## config.mk

```make
export PLATFORM = sky130hd
export DESIGN_NAME = root_result_serializer
export DESIGN_NICKNAME = d
export VERILOG_FILES = /design/src/rtl/root_result_serializer.sv
export SDC_FILE = /design/constraint.sdc
export NUM_CORES = 1
export LEC_CHECK = 0
export BUFFER_PORTS_ARGS = -buffer_cell sky130_fd_sc_hd__buf_2
export CAP_MARGIN = 20
export CELL_PAD_IN_SITES_DETAIL_PLACEMENT = 1
export CELL_PAD_IN_SITES_GLOBAL_PLACEMENT = 2
export CORE_MARGIN = 5
export CORE_UTILIZATION = 28
export DETAILED_ROUTE_END_ITERATION = 12
export PLACE_DENSITY_LB_ADDON = 0.1
export SLEW_MARGIN = 20
export SYNTH_ARGS = -nofsm -noshare
export SYNTH_HDL_FRONTEND = slang
export SYNTH_SLANG_ARGS = --single-unit
```

## constraint.sdc

```tcl
create_clock -name clk -period 2.1 [get_ports clk]
set_input_delay 0.21 -clock clk [delete_from_list [all_inputs] [get_ports clk]]
set_output_delay 0.21 -clock clk [all_outputs]
set_load 0.05 [all_outputs]
```

## src/rtl/root_result_serializer.sv

```systemverilog
// Serializes the decoder's per-PU root addresses as a framed word stream: a header word
// carrying a running test id (or the deadlock flag), then one word per PU for normal results.
module root_result_serializer #(
    parameter int unsigned CODE_DISTANCE_X = 3,
    parameter int unsigned CODE_DISTANCE_Z = 2,
    localparam int unsigned MEASUREMENT_ROUNDS =
        (CODE_DISTANCE_X > CODE_DISTANCE_Z) ? CODE_DISTANCE_X : CODE_DISTANCE_Z,
    localparam int unsigned PU_COUNT = CODE_DISTANCE_X * CODE_DISTANCE_Z * MEASUREMENT_ROUNDS,
    localparam int unsigned PER_DIMENSION_WIDTH = $clog2(MEASUREMENT_ROUNDS),
    localparam int unsigned ADDRESS_WIDTH = 3 * PER_DIMENSION_WIDTH
) (
    input  logic                              clk,
    input  logic                              reset,
    input  logic                              result_valid,
    input  logic                              deadlock,
    input  logic [ADDRESS_WIDTH*PU_COUNT-1:0] roots,
    output logic [31:0]                       out_data,
    output logic                              out_valid,
    input  logic                              out_ready,
    output logic                              busy,
    output logic                              overrun
);
    localparam int unsigned INDEX_WIDTH = (PU_COUNT > 1) ? $clog2(PU_COUNT) : 1;
    localparam logic [INDEX_WIDTH-1:0] LAST_INDEX = INDEX_WIDTH'(PU_COUNT - 1);

    localparam logic [1:0] IDLE   = 2'd0;
    localparam logic [1:0] HEADER = 2'd1;
    localparam logic [1:0] ROOTS  = 2'd2;

    logic [1:0]                       state_q, state_d;
    logic                             flag_q, flag_d;
    logic [30:0]                      test_id_q, test_id_d;
    logic [INDEX_WIDTH-1:0]           index_q, index_d;
    logic [ADDRESS_WIDTH*PU_COUNT-1:0] snapshot_q, snapshot_d;
    logic                             overrun_q, overrun_d;
    logic                             result_valid_q, deadlock_q;
    logic                             rv_trigger, dl_trigger, accept;
    logic [ADDRESS_WIDTH-1:0]         entry;

    assign rv_trigger = result_valid & ~result_valid_q;
    assign dl_trigger = deadlock & ~deadlock_q;
    assign accept     = out_valid & out_ready;
    assign entry      = snapshot_q[index_q*ADDRESS_WIDTH +: ADDRESS_WIDTH];

    always_comb begin
        state_d    = state_q;
        flag_d     = flag_q;
        test_id_d  = test_id_q;
        index_d    = index_q;
        snapshot_d = snapshot_q;
        // Any trigger outside IDLE is dropped, including the final-word cycle.
        overrun_d  = overrun_q | ((state_q != IDLE) & (rv_trigger | dl_trigger));
        case (state_q)
            IDLE: begin
                if (dl_trigger) begin
                    flag_d  = 1'b1;
                    state_d = HEADER;
                end else if (rv_trigger) begin
                    flag_d     = 1'b0;
                    snapshot_d = roots;
                    state_d    = HEADER;
                end
            end
            HEADER: begin
                if (accept) begin
                    test_id_d = test_id_q + 31'd1;
                    index_d   = '0;
                    state_d   = flag_q ? IDLE : ROOTS;
                end
            end
            ROOTS: begin
                if (accept) begin
                    if (index_q == LAST_INDEX) begin
                        state_d = IDLE;
                    end else begin
                        index_d = index_q + 1'b1;
                    end
                end
            end
            default: state_d = IDLE;
        endcase
    end

    always_ff @(posedge clk) begin
        if (reset) begin
            state_q        <= IDLE;
            flag_q         <= 1'b0;
            test_id_q      <= '0;
            index_q        <= '0;
            snapshot_q     <= '0;
            overrun_q      <= 1'b0;
            result_valid_q <= 1'b0;
            deadlock_q     <= 1'b0;
        end else begin
            state_q        <= state_d;
            flag_q         <= flag_d;
            test_id_q      <= test_id_d;
            index_q        <= index_d;
            snapshot_q     <= snapshot_d;
            overrun_q      <= overrun_d;
            result_valid_q <= result_valid;
            deadlock_q     <= deadlock;
        end
    end

    // Root address is packed {k,i,j}; the output spreads the fields across bytes.
    always_comb begin
        out_data = '0;
        case (state_q)
            HEADER: out_data = {flag_q, test_id_q};
            ROOTS: begin
                out_data[PER_DIMENSION_WIDTH-1:0] = entry[PER_DIMENSION_WIDTH-1:0];
                out_data[8 +: PER_DIMENSION_WIDTH] =
                    entry[PER_DIMENSION_WIDTH +: PER_DIMENSION_WIDTH];
                out_data[16 +: PER_DIMENSION_WIDTH] =
                    entry[2*PER_DIMENSION_WIDTH +: PER_DIMENSION_WIDTH];
            end
            default: out_data = '0;
        endcase
    end

    assign out_valid = (state_q == HEADER) || (state_q == ROOTS);
    assign busy      = out_valid;
    assign overrun   = overrun_q;

endmodule

```

==> run summary, run 1 <==
status: finished with violations
failing checks: setup timing
Hold Path Depth: 3
R2R cell count: 6
I/O pins: 148
cell accounting for the most synthesized area: dfxtp_1
Sw Pwr: 2580 uW
maxcap violations: 0
initial antenna violation count: 0
CTS clock-pin slew for the worst setup and hold paths: 0.07 ns
clock power share: 0.379
Pre-Repair DR Iteration Count: 4
Netlist cell types: 48
core box area: 0.0244 mm^2
Post-DP Area: 0.00852 mm^2
number of global-route vias before repair: 6868
slowest stage delay, CP: 0.56 ns
Rel. slew slack: 0.608
DIE WIDTH: 167 um
Initial Util: 0.284
clock buffer count from CTS: 17
Post-synth EDFFs: 0
first-pass GRT wire length: 36.5 mm
Chip Height: 167 um
CTS tree: yes
largest net degree at the start of global routing: 50
Worst Setup End Kind: primary output
Slew Viols, Final: 0
Sw Share: 0.322
Clk Latency, worst-skew pair: 0.43 ns
layout cells sized above 1: 0.309
CP required: 1.89 ns
Synth Area in Compound Gates: 0.161
vias per cell: 4.76
Worst Path Max Fanout: 6
arrival time worst endpoint: 2.13 ns
Syn Area/Cell: 8.13 um^2
Sink Count: 150
synth top area cells: dfxtp_1, nand2_1, a21oi_1
main combinational cell family by area after synthesis: simple AND/OR/NAND/NOR gates
min setup slack post-route: -0.241 ns
Inst Count DP: 1324
Synth Instances: 854
clock root buffer: clkbuf_16
IO Port Bufs: 147
maximum vdd drop: 0.000389 V
Design Area, Final: 0.00943 mm^2
post-synthesis register bit count: 150
actual slew at the worst max-slew pin: 0.586 ns
Crit Path Category: flip-flop to primary output
# diodes: 0
min Tclk post-route: 2.34 ns
Final Net Count: 1143
FP Rows: 57
CP cell instances: buf_6 -> or4_4 -> o22ai_4 -> a2111oi_4 -> a21oi_2 -> buf_12
RSZ-0062 raised after global routing: true
DR iter-0 viols: 217
Synth Area in Simple Gates: 0.249
post-synthesis xor/xnor area fraction: 0.0126
Async SR Flop Fraction: 0
# DRC: 0
die area: 0.0280 mm^2
Post-Syn Area: 0.00694 mm^2
Final period util: 1.11
gr usage total: 0.162
register area share after synthesis: 0.433
Logic pwr share: 0.217
area share of the largest cell type after synthesis: 0.433
crit path max-delay cell type: or4_4
CTS H-Tree Depth: 4
Wirelength per Cell: 16.7 um
post-route ant nets: 0
Area Growth Syn to Fin: 35.9%
Post-synth top flop: dfxtp_1
Non-Filler Instances: 1361
vias: 6480
Final Hold Fails: 0
Seq pwr share: 0.404
YS warnings: 0
grt ovf: 0
GP Congestion: 0.762
DRT Wirelength: 22.7 mm
f_max: 427 MHz
multiplexer share of the synthesized area: 0.0853
leakage power total: 0.00349 uW
CP Launch Type: flip-flop
Hold Path Class: input port to flip-flop
pwr dens: 852 mW/mm^2
syn nets: 973
Post-Synth Adder-Cell Area: 0.0108
internal power: 5440 uW
Longest Clk Path Bufs: 2
Sum Neg Setup Slack: -1.24 ns
Clock Skews: 0.0124 ns
DP HPWL: 17.2 mm
Setup violations, final: 6
pre-CTS setup slack: -0.0477 ns
## metal layers
metal  vias up  GRT usage  part of all wire
met1      3055      0.210              0.46
li1       3305          -                 -
met3        18     0.0306             0.033
met2       102      0.278              0.49
met4         0     0.0406             0.011
met5         -          0                 0
## cell type report
class                      instances  area [um^2]
fill                            2948        15000
multi-input combinational        626         3870
sequential                       150         3020
timing repair buffer             218         1520
clock buffer                      18          439
tap                              324          405
clock inverter                    14          138
inverter                          11         41.3
## kinds of logic (layout without fill, tap and decap cells)
group / count (synthesis) / after routing
DFF: 150 / 150
and+or+nand+nor: 368 / 368
AOI/OAI and AO/OA: 198 / 198
buffers and inverters: 78 / 261
muxes: 44 / 44
adders and majority gates: 6 / 6
xor gates and xnor gates: 10 / 10
## power groups by stage
stage               Clock (uW)  Combinational [uW]  Sequential, uW
finish                    3040                1750            3240
CTS                       3120                1780            3240
global placement             0                1700            3310
detailed placement           0                1720            3300
floorplan                    0                1070            3260
global route              3240                1960            3270
## metrics by stage
step,hold WS [ns],utilization,total power [uW]
floorplan,0.338,-,4330
detailed placement,0.448,0.349,5020
global placement,0.439,0.349,5010
CTS,0.00309,0.384,8150
global route,0.00611,0.387,8470
finish,0.0187,0.387,8030
## cell usage after synthesis, types with 7 or more instances
cell type,instances
dfxtp_1,150
mux4_2,12
clkbuf_1,49
inv_1,11
nand3_1,15
mux2i_1,31
o31ai_1,12
buf_1,7
nor2_1,21
xnor2_1,7
or3_1,9
o21ai_0,8
a21oi_1,140
and2_1,27
nand2_1,239
or4_1,16
o22ai_1,13
## critical path: cells and delay by family, from the launching register on
kind | cells | cell delay (ns)
and+or+nand+nor | 1 | 0.56
DFF | 1 | 0.37
buffers and inverters | 2 | 0.29
AOI/OAI and AO/OA | 3 | 0.49
## timing repair
action	in CTS	in global routing
resized for setup	50	13
pin swaps	11	6
hold buffers	1	0
hold endpoints to repair	1	0
setup buffers	3	0
gates cloned	1	0
endpoints found under the setup margin	11	19
## cells in the final DEF, fill, tap and decap left out, types with 6 or more instances in the layout
cell type,Yosys,final
nand2_1,239,239
dfxtp_1,150,145
buf_2,4,140
a21oi_1,140,134
buf_4,2,55
mux2i_1,31,27
and2_1,27,27
nor2_1,21,18
clkbuf_16,0,17
buf_12,0,14
nand3_1,15,13
or4_1,16,13
mux4_2,12,12
o31ai_1,12,12
inv_1,11,11
o21ai_0,8,8
or3_1,9,8
xnor2_1,7,7
a22oi_2,0,6
a21oi_2,0,6
o22ai_1,13,6
inv_6,0,6
## flip-flops by register name (all words and copies together), names as in the netlist
signal          count
snapshot_q        108
test_id_q          31
index_q             5
state_q             2
deadlock_q          1
flag_q              1
overrun             1
result_valid_q      1
## path summary, 6_finish.rpt
kind | startpoint | end | slack (ns)
worst max-delay path | index_q[2]$_SDFFE_PP0P_ | out_data[16] | -0.24
worst min-delay path | roots[7] | snapshot_q[7]$_SDFFE_PP0P_ | 0.02
worst max register to register | state_q[1]$_SDFFE_PP0P_ | test_id_q[30]$_SDFFE_PP0P_ | 0.12
worst min register to register | snapshot_q[19]$_SDFFE_PP0P_ | snapshot_q[19]$_SDFFE_PP0P_ | 0.45
Power figures use the tool's default switching activity.
==> inputs of run 2 (changes only) <==
--- a/config.mk
+++ b/config.mk
@@ -5,7 +5,7 @@
 export SDC_FILE = /design/constraint.sdc
 export NUM_CORES = 1
 export LEC_CHECK = 0
-export BUFFER_PORTS_ARGS = -buffer_cell sky130_fd_sc_hd__buf_2
+export BUFFER_PORTS_ARGS = -buffer_cell sky130_fd_sc_hd__buf_4
 export CAP_MARGIN = 20
 export CELL_PAD_IN_SITES_DETAIL_PLACEMENT = 1
 export CELL_PAD_IN_SITES_GLOBAL_PLACEMENT = 2
==> run summary, run 2 (synthesized netlist as in run 1, its figures left out) <==
Worst Path Max Fanout: 13 (+7)
# DRC: 0 (unchanged)
Clk Latency, worst-skew pair: 0.42 ns (about the same)
actual slew at the worst max-slew pin: 0.418 ns (-0.167 ns)
post-route ant nets: 0 (unchanged)
FP Rows: 57 (unchanged)
Hold Path Depth: 3 (unchanged)
GR Util met1: 0.211 (+0.00111)
Initial Util: 0.284 (unchanged)
Design Area, Final: 0.00973 mm^2 (+3.2%)
R2R cell count: 6 (unchanged)
I/O pins: 148 (unchanged)
status: finished with violations
Longest Clk Path Bufs: 2 (unchanged)
min Tclk post-route: 2.32 ns (-0.0172 ns)
origin of the critical flop-to-flop path: state_q[1]$_SDFFE_PP0P_
commonest cells after routing, fill and taps aside: nand2_1, buf_4, dfxtp_1
busiest metal layer after global routing: met2
initial antenna violation count: 0 (unchanged)
Worst Setup End Kind: primary output
CP required: 1.89 ns (about the same)
Hold Path Class: input port to flip-flop
Layout Utilization: 0.399 (+0.0125)
first-pass GRT wire length: 37.2 mm (+1.8%)
Setup violations, final: 6 (unchanged)
IO Port Bufs: 147 (unchanged)
pwr dens: 842 mW/mm^2 (-1.1%)
vias: 6537 (+0.88%)
CP Launch Type: flip-flop
CTS clock-pin slew for the worst setup and hold paths: 0.07 ns (about the same)
Clock Skews: 0.00790 ns (-0.00452 ns)
Chip Height: 167 um (unchanged)
failing checks: setup timing
Hold WS: 0.0270 ns (+0.00834 ns)
f_max: 430 MHz (+0.74%)
leading cell type in the layout, fill and taps excluded: nand2_1
Rel. slew slack: 0.718 (+0.110)
gr usage total: 0.164 (+0.00251)
FF-to-FF setup slack: 0.07 ns (-0.05 ns)
Sink Count: 150 (unchanged)
clock root buffer: clkbuf_16
core box area: 0.0244 mm^2 (unchanged)
RSZ-0062 raised after global routing: true
Slew Viols, Final: 0 (unchanged)
largest net degree at the start of global routing: 81 (+62%)
Crit Path Category: flip-flop to primary output
met2 usage: 0.286 (+0.00807)
DP HPWL: 17.1 mm (-0.69%)
Final period util: 1.11 (-0.00818)
vias per cell: 4.83 (+1.4%)
arrival time worst endpoint: 2.11 ns (-0.02 ns)
CP endpoint: out_data[1]
DIE WIDTH: 167 um (unchanged)
CTS H-Tree Depth: 4 (unchanged)
Largest register FFs: 108 (unchanged)
Largest Register: snapshot_q
clock buffer count from CTS: 17 (unchanged)
met3 usage: 0.0328 (+0.00212)
grt ovf: 0 (unchanged)
Wirelength per Cell: 17.0 um (+2.3%)
Final Hold Fails: 0 (unchanged)
DRT Wirelength: 23.1 mm (+1.8%)
die area: 0.0280 mm^2 (unchanged)
Post-DP Area: 0.00876 mm^2 (+2.8%)
CTS tree: yes
number of global-route vias before repair: 6830 (-0.55%)
maxcap violations: 0 (unchanged)
maximum vdd drop: 0.000442 V (+14%)
# diodes: 0 (unchanged)
top flop regs: snapshot_q (108), test_id_q (31), index_q (5)
layout cells sized above 1: 0.315 (+0.00598)
Critical Path Source: index_q[3]$_SDFFE_PP0P_
DR iter-0 viols: 268 (+24%)
FF-to-FF End: test_id_q[28]$_SDFFE_PP0P_
Pre-Repair DR Iteration Count: 4 (unchanged)
Fillers: 2888 (-2.0%)
Area Growth Syn to Fin: 40.3%
min setup slack post-route: -0.224 ns (+0.0172 ns)
GP Congestion: 0.786 (+3.0%)
leakage power total: 0.00353 uW (+1.2%)
Final Net Count: 1136 (-0.61%)
## run 2: cell count changes in the layout (fill, tap and decap cells not counted), sizes merged
cell,before,now
buf,217,210
bufinv,1,2
inv,19,18
## run 2: how the worst min path moves through the flow
| stage | start | endpoint | slack [ns] |
|---|---|---|---|
| final | roots[97] | snapshot_q[97]$_SDFFE_PP0P_ | 0.03 |
| after global routing | roots[63] | snapshot_q[63]$_SDFFE_PP0P_ | 0.01 |
| after CTS | deadlock | deadlock_q$_SDFF_PP0_ | 0.004 |
| after detailed placement | snapshot_q[76]$_SDFFE_PP0P_ | snapshot_q[76]$_SDFFE_PP0P_ | 0.45 |
| after global placement | deadlock | deadlock_q$_SDFF_PP0_ | 0.44 |
| after floorplan | deadlock | deadlock_q$_SDFF_PP0_ | 0.34 |
## run 2: final cells by class
cell class                      instances  area [um^2]  share of cell area
Clock buffer                           18          429              0.0441
Sequential cell                       150         3010               0.309
Inverter                               11         41.3             0.00424
Tap cell                              324          405              0.0417
Timing Repair Buffer                  211         1740               0.179
Multi-Input combinational cell        626         3940               0.405
Clock inverter                         14          166              0.0171
## run 2: through the flow
step / TNS [ns] / worst slack (ns) / instances / power, uW
floorplan: -0.489 / -0.0906 / 854 / 4330
global placement: -0.0263 / -0.0188 / 1317 / 5050
detailed placement: -0.107 / -0.0461 / 1317 / 5050
CTS: -1.48 / -0.257 / 1353 / 8280
global route: -1.72 / -0.297 / 1354 / 8640
finish: -1.22 / -0.224 / 1354 / 8200
## run 2: power breakdown
part	switching (uW)	leakage, uW	internal [uW]
logic	1100	0.00202	712
clock network	1350	0.000282	1790
registers	154	0.00122	3090
total	2610	0.00353	5590
## run 2: what timing repair did
action,in CTS,in global routing
buffers inserted,3,1
endpoints found under the hold margin,0,1
hold buffers,0,1
endpoints found under the setup margin,9,21
resized for setup,48,23
pin swaps,6,7
gates cloned,1,0
## run 2: critical path: stages, from the launching register on
cell       delay [ns]
dfxtp_2          0.34
buf_12           0.15
or4b_4           0.54
nor2_2           0.18
a2111oi_4        0.07
a21oi_2          0.22
buf_6            0.19
## run 2: routing by layer
| metal | part of all wire | vias to the layer above |
|---|---|---|
| met3 | 0.034 | 13 |
| li1 | - | 3283 |
| met4 | 0.0080 | 0 |
| met5 | 0 | - |
| met1 | 0.45 | 3138 |
| met2 | 0.50 | 103 |
==> inputs of run 3 (changes only) <==
--- a/config.mk
+++ b/config.mk
@@ -12,7 +12,7 @@
 export CORE_MARGIN = 5
 export CORE_UTILIZATION = 28
 export DETAILED_ROUTE_END_ITERATION = 12
-export PLACE_DENSITY_LB_ADDON = 0.1
+export PLACE_DENSITY = 0.73
 export SLEW_MARGIN = 20
 export SYNTH_ARGS = -nofsm -noshare
 export SYNTH_HDL_FRONTEND = slang
==> run summary, run 3 (synthesized netlist as in run 1, its figures left out) <==
Slew Viols, Final: 0 (unchanged)
# diodes: 0 (unchanged)
min setup slack post-route: -0.281 ns (-0.0578 ns)
grt ovf: 0 (unchanged)
Pre-Repair DR Iteration Count: 4 (unchanged)
first-pass GRT wire length: 36.8 mm (-1.0%)
Final Net Count: 1150 (+1.2%)
vias per cell: 4.81 (-0.42%)
f_max: 420 MHz (-2.4%)
Wirelength per Cell: 17.1 um (+0.12%)
CP top delay family: multiplexers
vias: 6567 (+0.46%)
die area: 0.0280 mm^2 (unchanged)
clock power share: 0.384 (about the same)
Sw Pwr: 2500 uW (-4.1%)
DP HPWL: 16.9 mm (-1.1%)
arrival time worst endpoint: 2.17 ns (+0.06 ns)
Fillers: 2859 (-1.0%)
CTS tree: yes
CTS clock-pin slew for the worst setup and hold paths: 0.06 ns (about the same)
clock root buffer: clkbuf_16
core box area: 0.0244 mm^2 (unchanged)
Hold Path Class: input port to flip-flop
crit path max-delay cell type: mux4_2
min-delay src: deadlock
CTS H-Tree Depth: 4 (unchanged)
Largest Register: snapshot_q
slowest stage delay, CP: 0.54 ns (about the same)
Seq pwr share: 0.388 (-0.008)
maximum vdd drop: 0.000432 V (-2.2%)
failing checks: setup timing
Worst Setup End Kind: primary output
Logic pwr share: 0.229 (+0.008)
Largest register FFs: 108 (unchanged)
post-route ant nets: 0 (unchanged)
Clk Latency, worst-skew pair: 0.43 ns (about the same)
number of global-route vias before repair: 6898 (+1.0%)
Clock Skews: 0.0184 ns (+0.0105 ns)
DIE WIDTH: 167 um (unchanged)
DR iter-0 viols: 266 (-0.75%)
pwr dens: 837 mW/mm^2 (-0.64%)
DRT Wirelength: 23.3 mm (+1.0%)
FP Rows: 57 (unchanged)
RSZ-0062 raised after global routing: true
gr usage total: 0.164 (-0.000494)
CP cell instances: buf_12 -> buf_16 -> mux4_2 -> a22oi_2 -> a21oi_2 -> buf_6
Critical Path Source: index_q[0]$_SDFFE_PP0P_
clock buffer count from CTS: 17 (unchanged)
actual slew at the worst max-slew pin: 0.553 ns (+0.135 ns)
largest net degree at the start of global routing: 77 (-4.9%)
leading cell type in the layout, fill and taps excluded: nand2_1
commonest cells after routing, fill and taps aside: nand2_1, buf_4, dfxtp_1
CP Launch Type: flip-flop
internal power: 5850 uW (+4.7%)
status: finished with violations
Setup violations, final: 6 (unchanged)
Rel. slew slack: 0.627 (-0.0911)
Sw Share: 0.299 (-0.0187)
Initial Util: 0.284 (unchanged)
Sink Count: 150 (unchanged)
Crit Path Category: flip-flop to primary output
Buf+Inv Stages, Crit Path: 3 (+1)
I/O pins: 148 (unchanged)
CP required: 1.89 ns (about the same)
Area Growth Syn to Fin: 43.8%
GP Congestion: 0.765 (-2.6%)
Chip Height: 167 um (unchanged)
IO Port Bufs: 147 (unchanged)
top flop regs: snapshot_q (108), test_id_q (31), index_q (5)
leakage power total: 0.00363 uW (+2.8%)
Layout Utilization: 0.409 (+0.0101)
maxcap violations: 0 (unchanged)
layout cells sized above 1: 0.317 (+0.00214)
min Tclk post-route: 2.38 ns (+0.0578 ns)
origin of the critical flop-to-flop path: test_id_q[9]$_SDFFE_PP0P_
Final period util: 1.13 (+0.0275)
# DRC: 0 (unchanged)
initial antenna violation count: 0 (unchanged)
Worst Path Max Fanout: 7 (-6)
pre-CTS setup slack: -0.151 ns (-0.105 ns)
Final Hold Fails: 0 (unchanged)
Longest Clk Path Bufs: 2 (unchanged)
## run 3: layout make-up
cell class	instances	area [um^2]	area share
Inverter	11	41.3	0.00414
Timing Repair Buffer	225	1930	0.194
Clock inverter	12	180	0.0181
Multi-Input combinational cell	626	3980	0.399
Sequential cell	150	3010	0.302
Tap cell	324	405	0.0406
Clock buffer	18	429	0.0430
## run 3: final timing paths
check | slack [ns] | to | cells after the start
worst max-delay path | -0.28 | out_data[17] | 6
worst min-delay path | 0.02 | deadlock_q$_SDFF_PP0_ | 2
worst max register to register | 0.10 | test_id_q[29]$_SDFFE_PP0P_ | 5
worst min register to register | 0.46 | snapshot_q[17]$_SDFFE_PP0P_ | 2
## run 3: metrics by stage
step                cells  hold slack, ns  power, uW  instance area (um^2)  setup TNS [ns]
floorplan             854           0.338       4330                  6980          -0.489
global placement     1324           0.442       5060                  8810          -0.378
detailed placement   1324           0.448       5080                  8810          -0.611
CTS                  1362         0.00363       8440                  9890           -1.70
global route         1366          0.0162       8800                  9980           -1.99
finish               1366          0.0220       8350                  9980           -1.50
## run 3: worst register-to-register path: stages, from the launching register on
cell and delay (ns):
dfxtp_1 0.34, nand4_1 0.15, or4_1 0.54, buf_4 0.21, or4_1 0.51, a21oi_1 0.16
## run 3: power by group through the flow
stage	registers (uW)	logic [uW]	clock network [uW]
detailed placement	3290	1790	0
floorplan	3260	1070	0
CTS	3230	1920	3290
finish	3240	1910	3200
global placement	3290	1770	0
global route	3270	2110	3420
## run 3: what timing repair did
item / in CTS / in global routing
buffers inserted: 5 / 3
endpoints found under the hold margin: 0 / 1
gates resized for setup: 65 / 10
pin swaps: 14 / 7
gates cloned: 3 / 0
endpoints found under the setup margin: 30 / 25
hold buffers: 0 / 1
## run 3: layer usage
| metal | part of all wire | up-vias | GRT usage |
|---|---|---|---|
| met3 | 0.031 | 20 | 0.0349 |
| met1 | 0.46 | 3119 | 0.209 |
| met2 | 0.50 | 111 | 0.281 |
| met5 | 0 | - | 0 |
| li1 | - | 3317 | - |
| met4 | 0.018 | 0 | 0.0469 |
